<file path="src/rtl/bf2_sdf_stage_if.sv">
// Stream bundle around one radix-2 SDF butterfly stage: sample input side,
// result output side, and the frame/alert/error sidebands.
interface bf2_sdf_stage_if #(
    parameter int WIDTH = 12,
    parameter int LANES = 2
);
    logic                              din_valid;
    logic                              din_ready;
    logic [LANES-1:0][WIDTH-1:0]       din_R;
    logic [LANES-1:0][WIDTH-1:0]       din_Q;
    logic                              alert_in;

    logic                              dout_valid;
    logic [LANES-1:0][WIDTH:0]         dout_R;
    logic [LANES-1:0][WIDTH:0]         dout_Q;
    logic                              dout_last;
    logic                              alert_out;
    logic                              err;

    // master feeds samples and consumes results; the stage itself is the slave
    modport master (
        output din_valid, din_R, din_Q, alert_in,
        input  din_ready, dout_valid, dout_R, dout_Q, dout_last, alert_out, err
    );

    modport slave (
        input  din_valid, din_R, din_Q, alert_in,
        output din_ready, dout_valid, dout_R, dout_Q, dout_last, alert_out, err
    );
endinterface

</file>
<file path="src/rtl/bf2_sdf_stage.sv">
// Radix-2 DIF single-delay-feedback butterfly stage: partners arrive DEPTH
// cycles apart, sums leave immediately, differences are parked and drained.
module bf2_sdf_stage #(
    parameter int WIDTH = 12,
    parameter int DEPTH = 4,
    parameter int LANES = 2,
    parameter int TW_EN = 1
) (
    input  logic             clk,
    input  logic             rstn,
    bf2_sdf_stage_if.slave   bus
);
    localparam int CW = $clog2(DEPTH);
    localparam int OW = WIDTH + 1;

    typedef enum logic [1:0] {IDLE, FILL, CALC, DRAIN} state_t;

    state_t                   state;
    logic [CW-1:0]            cnt;
    logic                     pend;
    logic                     alert_seen_unused;

    logic [OW-1:0]            dly_R [DEPTH][LANES];
    logic [OW-1:0]            dly_Q [DEPTH][LANES];

    logic                     accept;
    logic                     last_idx;
    logic                     rot;
    logic [LANES-1:0][OW-1:0] rd_R, rd_Q;
    logic [LANES-1:0][OW-1:0] y_R, y_Q;
    logic [LANES-1:0][OW-1:0] add_R, add_Q;
    logic [LANES-1:0][OW-1:0] sub_R, sub_Q;
    logic [LANES-1:0][OW-1:0] wr_R, wr_Q;

    // The delay line holds raw samples during FILL and differences after CALC,
    // so a single read port at cnt serves both the sum and the drained sub.
    always_comb begin
        accept   = bus.din_valid & bus.din_ready;
        last_idx = (cnt == CW'(DEPTH - 1));
        rot      = (TW_EN != 0) && cnt[CW-1];
        for (int l = 0; l < LANES; l++) begin
            rd_R[l]  = dly_R[cnt][l];
            rd_Q[l]  = dly_Q[cnt][l];
            y_R[l]   = {bus.din_R[l][WIDTH-1], bus.din_R[l]};
            y_Q[l]   = {bus.din_Q[l][WIDTH-1], bus.din_Q[l]};
            add_R[l] = rd_R[l] + y_R[l];
            add_Q[l] = rd_Q[l] + y_Q[l];
            sub_R[l] = rot ? rd_Q[l] : rd_R[l];
            sub_Q[l] = rot ? -rd_R[l] : rd_Q[l];
            wr_R[l]  = (state == CALC) ? rd_R[l] - y_R[l] : y_R[l];
            wr_Q[l]  = (state == CALC) ? rd_Q[l] - y_Q[l] : y_Q[l];
        end
    end

    always_ff @(posedge clk) begin
        if (accept) begin
            for (int l = 0; l < LANES; l++) begin
                dly_R[cnt][l] <= wr_R[l];
                dly_Q[cnt][l] <= wr_Q[l];
            end
        end
    end

    // A missing sample mid-frame aborts the frame; any subs still owed from
    // the previous frame are drained from where the abort happened.
    always_ff @(posedge clk or negedge rstn) begin
        if (!rstn) begin
            state             <= IDLE;
            cnt               <= '0;
            pend              <= 1'b0;
            alert_seen_unused <= 1'b0;
            bus.din_ready     <= 1'b1;
            bus.dout_valid    <= 1'b0;
            bus.dout_R        <= '0;
            bus.dout_Q        <= '0;
            bus.dout_last     <= 1'b0;
            bus.alert_out     <= 1'b0;
            bus.err           <= 1'b0;
        end else begin
            bus.dout_valid    <= 1'b0;
            bus.dout_last     <= 1'b0;
            bus.alert_out     <= 1'b0;
            bus.err           <= 1'b0;
            alert_seen_unused <= bus.alert_in;
            case (state)
                IDLE: begin
                    if (accept) begin
                        state <= FILL;
                        cnt   <= CW'(1);
                    end
                end
                FILL: begin
                    if (accept) begin
                        if (pend) begin
                            bus.dout_valid <= 1'b1;
                            bus.dout_R     <= sub_R;
                            bus.dout_Q     <= sub_Q;
                            bus.dout_last  <= last_idx;
                        end
                        if (last_idx) begin
                            state <= CALC;
                            cnt   <= '0;
                            pend  <= 1'b0;
                        end else begin
                            cnt <= cnt + CW'(1);
                        end
                    end else begin
                        bus.err <= (cnt != '0);
                        if (pend) begin
                            bus.dout_valid <= 1'b1;
                            bus.dout_R     <= sub_R;
                            bus.dout_Q     <= sub_Q;
                            bus.dout_last  <= last_idx;
                            if (last_idx) begin
                                state <= IDLE;
                                cnt   <= '0;
                                pend  <= 1'b0;
                            end else begin
                                state         <= DRAIN;
                                cnt           <= cnt + CW'(1);
                                bus.din_ready <= 1'b0;
                            end
                        end else begin
                            state <= IDLE;
                            cnt   <= '0;
                        end
                    end
                end
                CALC: begin
                    if (accept) begin
                        bus.dout_valid <= 1'b1;
                        bus.dout_R     <= add_R;
                        bus.dout_Q     <= add_Q;
                        bus.alert_out  <= (cnt == '0);
                        if (last_idx) begin
                            state <= FILL;
                            cnt   <= '0;
                            pend  <= 1'b1;
                        end else begin
                            cnt <= cnt + CW'(1);
                        end
                    end else begin
                        bus.err <= 1'b1;
                        state   <= IDLE;
                        cnt     <= '0;
                        pend    <= 1'b0;
                    end
                end
                DRAIN: begin
                    bus.dout_valid <= 1'b1;
                    bus.dout_R     <= sub_R;
                    bus.dout_Q     <= sub_Q;
                    bus.dout_last  <= last_idx;
                    if (last_idx) begin
                        state         <= IDLE;
                        cnt           <= '0;
                        pend          <= 1'b0;
                        bus.din_ready <= 1'b1;
                    end else begin
                        cnt <= cnt + CW'(1);
                    end
                end
                default: begin
                    state         <= IDLE;
                    cnt           <= '0;
                    pend          <= 1'b0;
                    bus.din_ready <= 1'b1;
                end
            endcase
        end
    end
endmodule

</file>
<file path="src/flat_wrapper.sv">
// flat-port wrapper written by rule: the top's interface ports become plain ports
module bf2_sdf_stage_flat 
#(
    parameter int WIDTH = 12,
    parameter int DEPTH = 4,
    parameter int LANES = 2,
    parameter int TW_EN = 1
)
  (clk, rstn, bus_din_valid, bus_din_R, bus_din_Q, bus_alert_in, bus_din_ready, bus_dout_valid, bus_dout_R, bus_dout_Q, bus_dout_last, bus_alert_out, bus_err);
  bf2_sdf_stage_if #(.WIDTH(WIDTH), .LANES(LANES)) bus_i ();
  input  logic clk;
  input  logic rstn;
  input wire logic [$bits(bus_i.din_valid)-1:0] bus_din_valid;
  input wire logic [$bits(bus_i.din_R)-1:0] bus_din_R;
  input wire logic [$bits(bus_i.din_Q)-1:0] bus_din_Q;
  input wire logic [$bits(bus_i.alert_in)-1:0] bus_alert_in;
  output wire logic [$bits(bus_i.din_ready)-1:0] bus_din_ready;
  output wire logic [$bits(bus_i.dout_valid)-1:0] bus_dout_valid;
  output wire logic [$bits(bus_i.dout_R)-1:0] bus_dout_R;
  output wire logic [$bits(bus_i.dout_Q)-1:0] bus_dout_Q;
  output wire logic [$bits(bus_i.dout_last)-1:0] bus_dout_last;
  output wire logic [$bits(bus_i.alert_out)-1:0] bus_alert_out;
  output wire logic [$bits(bus_i.err)-1:0] bus_err;
  assign bus_i.din_valid = bus_din_valid;
  assign bus_i.din_R = bus_din_R;
  assign bus_i.din_Q = bus_din_Q;
  assign bus_i.alert_in = bus_alert_in;
  assign bus_din_ready = bus_i.din_ready;
  assign bus_dout_valid = bus_i.dout_valid;
  assign bus_dout_R = bus_i.dout_R;
  assign bus_dout_Q = bus_i.dout_Q;
  assign bus_dout_last = bus_i.dout_last;
  assign bus_alert_out = bus_i.alert_out;
  assign bus_err = bus_i.err;
  bf2_sdf_stage #(.WIDTH(WIDTH), .DEPTH(DEPTH), .LANES(LANES), .TW_EN(TW_EN)) u_core (.clk(clk), .rstn(rstn), .bus(bus_i));
endmodule
</file>
<file path="config.mk">
export PLATFORM = sky130hd
export DESIGN_NAME = bf2_sdf_stage_flat
export DESIGN_NICKNAME = d
export VERILOG_FILES = /design/src/rtl/bf2_sdf_stage_if.sv /design/src/rtl/bf2_sdf_stage.sv /design/src/flat_wrapper.sv
export SDC_FILE = /design/constraint.sdc
export NUM_CORES = 1
export LEC_CHECK = 0
export CAP_MARGIN = 20
export CORE_ASPECT_RATIO = 0.8
export CORE_MARGIN = 2
export CORE_UTILIZATION = 45
export CTS_CLUSTER_SIZE = 40
export DETAILED_ROUTE_END_ITERATION = 8
export PLACE_DENSITY = 0.73
export SYNTH_ARGS = -nofsm -noshare
export SYNTH_HDL_FRONTEND = slang
export SYNTH_SLANG_ARGS = --single-unit
export TNS_END_PERCENT = 1
</file>
<file path="constraint.sdc">
create_clock -name clk -period 4.2 [get_ports clk]
set_input_delay 0.42 -clock clk [delete_from_list [all_inputs] [get_ports clk]]
set_output_delay 0.42 -clock clk [all_outputs]
set_load 0.02 [all_outputs]
</file>
# Word level (Yosys, flattened, before mapping)

Memory sizes are Yosys's and may differ from the RTL's.
Index checks and enable logic that the tools add are counted.

RAM bits: 208
Word-level logic and storage cells: 97
Flip-flop bits (word level): 62
Output and inout port bits: 57
Memories: 2
Bits of input ports: 52

Bitwise logic cells: 1
Reduce and logical (&&, ||, !) cells: 9
Add/subtract/negate cells: 11
Mux-type cells: 50
Equality and inequality tests: 12

Memories:

| name         | depth | width | read ports | clocked after Yosys merged registers in | write ports | RTL line            | RTL |
|---|---|---|---|---|---|---|---|
| u_core.dly_Q | 4     | 26    | 1          | 0                                       | 1           | bf2_sdf_stage.sv:24 | `logic [OW-1:0] dly_Q [DEPTH][LANES];` |
| u_core.dly_R | 4     | 26    | 1          | 0                                       | 1           | bf2_sdf_stage.sv:23 | `logic [OW-1:0] dly_R [DEPTH][LANES];` |

Operators with widths:

| operator            | count |
|---|---|
| $pmux 26 s3         | 2 |
| $mux 13             | 8 |
| $mux 26             | 4 |
| $add 13x13->13      | 4 |
| $sub 13x13->13      | 4 |
| $neg 13->13         | 2 |
| $mux 2              | 12 |
| $mux 1              | 17 |
| $pmux 2 s4          | 2 |
| $ne 2x1->1 const B  | 4 |
| $eq 2x2->1 const B  | 3 |
| $ne 3x3->1 const B  | 2 |
| $pmux 1 s2          | 3 |
| $pmux 1 s3          | 2 |
| $reduce_and 5->1    | 1 |
| $logic_not 2->1     | 2 |
| $ne 2x2->1 const B  | 2 |
| $reduce_and 4->1    | 1 |
| $reduce_bool 2->1   | 2 |
| $reduce_and 3->1    | 1 |
| $reduce_bool 3->1   | 1 |
| $add 2x1->2 const B | 1 |
| $eq 2x1->1 const B  | 1 |
| $reduce_and 2->1    | 1 |
| $and 1x1->1         | 1 |

# Logic depth before layout (Yosys ltp)

Depth after elaboration: 5
Gate-level depth with buffers: 21
Depth with buffers taken out: 15

# Least setup slack after synthesis

Ideal clock, no wire load.

Path type: reg2reg
Start point: reg u_core.cnt[0]
End point: mem u_core.dly_Q[0][25] (netlist bit) (data pin)
Cell stages (with the launch flop): 18
Clock period less this slack: 4.427 ns
Slack: -0.227 ns
Arrival: 4.155 ns
Required time: 3.928 ns
Path buffers: 8
Setup time: 0.272 ns
Cells stage by stage: dfrtp_1 > buf_6 > buf_12 > buf_2 > buf_4 > buf_2 > buf_2 > buf_2 > mux4_2 > ha_1 > clkbuf_1 > nor3_1 > nor2_1 > o2111a_1 > a2111oi_0 > a21oi_1 > mux2i_1 > xnor2_1

RTL lines:

| element                | RTL line             | RTL |
|---|---|---|
| from (decl)            | bf2_sdf_stage.sv:19  | `logic [CW-1:0] cnt;` |
| from (signal assigned) | bf2_sdf_stage.sv:105 | `cnt <= cnt + CW'(1);` |
| from (signal assigned) | bf2_sdf_stage.sv:120 | `cnt <= cnt + CW'(1);` |
| from (signal assigned) | bf2_sdf_stage.sv:140 | `cnt <= cnt + CW'(1);` |
| to (decl)              | bf2_sdf_stage.sv:24  |  |

==> results.yml <==
setup_path:
  path_max_fanout: 63
  crit_path_start_kind: "flip-flop"
  cp-end-kind: "flip-flop"
  arrival_ns: 4.21
  worstPathRequired_ns: 4.44
  cp_common_cell: "o21ai_0"
  crit_type: "flip-flop to flip-flop"
  crit_chain: "buf_12 -> mux4_1 -> ha_1 -> nor2b_1 -> o21ai_0 -> a2111oi_0 -> nor3_1 -> o21ai_0 -> xnor2_1 -> mux2i_1"
  slowest_stage: "a2111oi_0"
  cpPeakStageDelay_ns: 0.83
clock_tree:
  cts_tree: "done"
  cts-htree-levels: 1
  cts-root-buf: "clkbuf_16"
  post_cts_resized: 0
  cts_made_buffers: 30
  postCtsHoldBufs: 0
  clk_latency_ns: 0.56
  cts_sinks: 270
  cts_buffer_depth: 3
  path_clk_slew_ns: 0.06
  cts_setup_buffers: 0
sta:
  finalSetupViolations: 0
  hold_viol: 0
  hold_slack_ns: 0.00223
  period_minus_slack_ns: 3.97
  drv_slew: 0
  max_freq_mhz: 252
  skew_ns: 0.0170
  rsz0062_at_grt: "no"
  tns_ns: 0
  finalCritPeriodShare: 0.946
  worst_pin_slew_ns: 1.05
  slew-limit-headroom: 0.302
floorplanning:
  start_util: 0.455
  die_x_um: 220
  core_um2: 36900
  die_y_um: 177
  row_count: 63
  fp.dieArea_um2: 38800
  io_pins: 109
drt:
  drt_pass1_iterations: 6
  wl_per_cell_um: 20.0
  dr_total_vias: 12448
  antenna_left: 0
  drt_iter0_drc: 1204
  remaining_drc_errors: 0
  vias_per_cell: 5.74
  wirelength_um: 43400
synthesis:
  synth-edff-count: 208
  synth_common_cells: "edfxtp_1, a21oi_1, ha_1"
  syn_area_per_cell_um2: 10.7
  ys_warn_count: 0
  synthTopCellsByArea: "edfxtp_1, dfrtp_1, ha_1, mux2i_1, xnor2_1"
  syn_area_um2: 16800
  syn_inst: 1566
  synth_nets: 1736
  async_flop_share: 0.230
  yosysSeqAreaShare: 0.465
  synth.distinct_cells: 78
  ys.flop_type: "edfxtp_1"
  synth_top_area_share: 0.372
  synth_area_leader_cell: "edfxtp_1"
  synth_seq_cells: 270
  yosysMostFrequentCell: "edfxtp_1"
hold_path:
  hp-class: "input pin to async pin"
global_route:
  grt_pass1_wl_um: 66900
  grt_max_degree: 141
  grt_util_met2: 0.329
  busiest_layer: "met2"
  globalRouteTotalUtil: 0.221
  grt_pass1_vias: 11783
  use_met3: 0.0436
  antenna_found_initial: 0
  grt-ovfl-total: 0
  use_met1: 0.328
pwr:
  clkPwrFrac: 0.249
  p_int_w: 0.00697
  net-switching-power_w: 0.00419
  vdd_drop_max_mv: 0.308
  sw_frac_of_total: 0.376
  pwr-share-comb: 0.442
  p_leak_nw: 7.19
  seqPwrFrac: 0.309
  p_per_area_nw_per_um2: 573
flow_run:
  max_cap_viol_count: 0
placed_design:
  port_buffers: 107
  routabilityCongestion: 0.882
  hpwl_um: 30200
outcome:
  run_status: "completed"
cells_and_area:
  regArea_um2: 7810
  antenna_cells_inserted: 0
  nNetsFinal: 1826
  area_delta_synth_final_pct: 16.0
  multi_input_area_um2: 8240
  fillers: 3223
  drive_gt1_frac: 0.0792
==> power groups by stage <==
stage / combinational (W) / sequential, W / clock [W]
global placement: 0.00479 / 0.00349 / 0
detailed placement: 0.00488 / 0.00350 / 0
global route: 0.00540 / 0.00348 / 0.00291
floorplan: 0.00300 / 0.00376 / 0
CTS: 0.00490 / 0.00345 / 0.00281
finish: 0.00494 / 0.00344 / 0.00278
==> routing by layer <==
layer,share of wire,up-vias
met5,0,-
met4,0.024,0
met3,0.071,55
met2,0.44,441
met1,0.47,6017
li1,-,5935
==> registers in the layout (all words and copies together) (netlist names) <==
name                   count
u_core.bus.alert_out       1
u_core.dly_R             104
u_core.bus.dout_valid      1
u_core.bus.dout_Q         26
u_core.cnt                 2
u_core.dly_Q             104
u_core.bus.err             1
u_core.bus.din_ready       1
u_core.pend                1
u_core.state               2
u_core.bus.dout_last       1
u_core.bus.dout_R         26
==> worst max-delay path, delay by kind of cell (launching register included) <==
kind                     cells  cell delay (ns)
AO/OA/AOI/OAI                3             1.23
multiplexers                 2             0.86
XOR/XNOR                     1             0.16
AND/OR/NAND/NOR              2             0.28
flip-flops                   1             0.45
buffers and inverters        1             0.32
adder cells (fa/ha/maj)      1             0.33
==> stage by stage <==
| step | setup WS, ns | util | instances | total power (W) | cell area, um2 |
|---|---|---|---|---|---|
| finish | 0.228 | 0.528 | 2167 | 0.0112 | 19500 |
| global route | 0.00364 | 0.528 | 2167 | 0.0118 | 19500 |
| CTS | 0.0928 | 0.527 | 2167 | 0.0112 | 19400 |
| detailed placement | 0.136 | 0.498 | 2111 | 0.00837 | 18400 |
| global placement | 0.124 | 0.498 | 2111 | 0.00828 | 18400 |
| floorplan | -0.145 | - | 1566 | 0.00676 | 16800 |
==> worst paths after layout <==
kind	startpoint	endpoint	slack, ns	depth (start not counted)
max	u_core.cnt[0]	u_core.dly_R[0][9]	0.23	10
min	rstn	u_core.bus.dout_valid	0.002	1
max reg2reg	u_core.cnt[0]	u_core.dly_R[0][9]	0.23	10
min reg2reg	u_core.bus.dout_Q[12]	u_core.bus.dout_Q[12]	0.48	2
max in group asynchronous	rstn	u_core.cnt[0]	3.50	1
min in group clk	u_core.bus.dout_Q[12]	u_core.bus.dout_Q[12]	0.48	2
==> area by class of cell <==
type	instances	area share
multi-input combinational	1114	0.424
sequential	270	0.401
timing repair buffer	137	0.0705
clock buffer	39	0.0424
tap	487	0.0313
inverter	103	0.0201
clock inverter	17	0.0110
==> kinds of logic (layout without fill, tap and decap cells) <==
family,count (synthesis),after routing,share of synthesized area
compound gates,406,406,0.153
xor+xnor,92,92,0.0480
fa+ha+maj,118,118,0.0916
buf+inv,182,296,0.0476
flops,270,270,0.465
mux,100,100,0.0780
simple gates,398,398,0.117
==> cells in the final DEF (no fill, tap or decap), types with 9 or more instances in the layout <==
master and instances:
xor2_1 23, clkinv_2 9, a211oi_1 61, edfxtp_1 208, nand2b_1 31, nand3_1 18
a21oi_1 111, or3_1 16, o21a_1 10, inv_1 101, dfrtp_1 59, nor4_1 14
buf_4 24, o21bai_1 10, ha_1 109, a221oi_1 9, nor2_1 99, a21o_1 13
o21ai_0 102, xnor2_1 69, clkdlybuf4s50_1 106, nand2_1 108, mux4_2 17, a31oi_1 17
nor3_1 26, nor2b_1 48, clkbuf_16 31, mux2i_1 69
(Power assumes the default switching activity.)
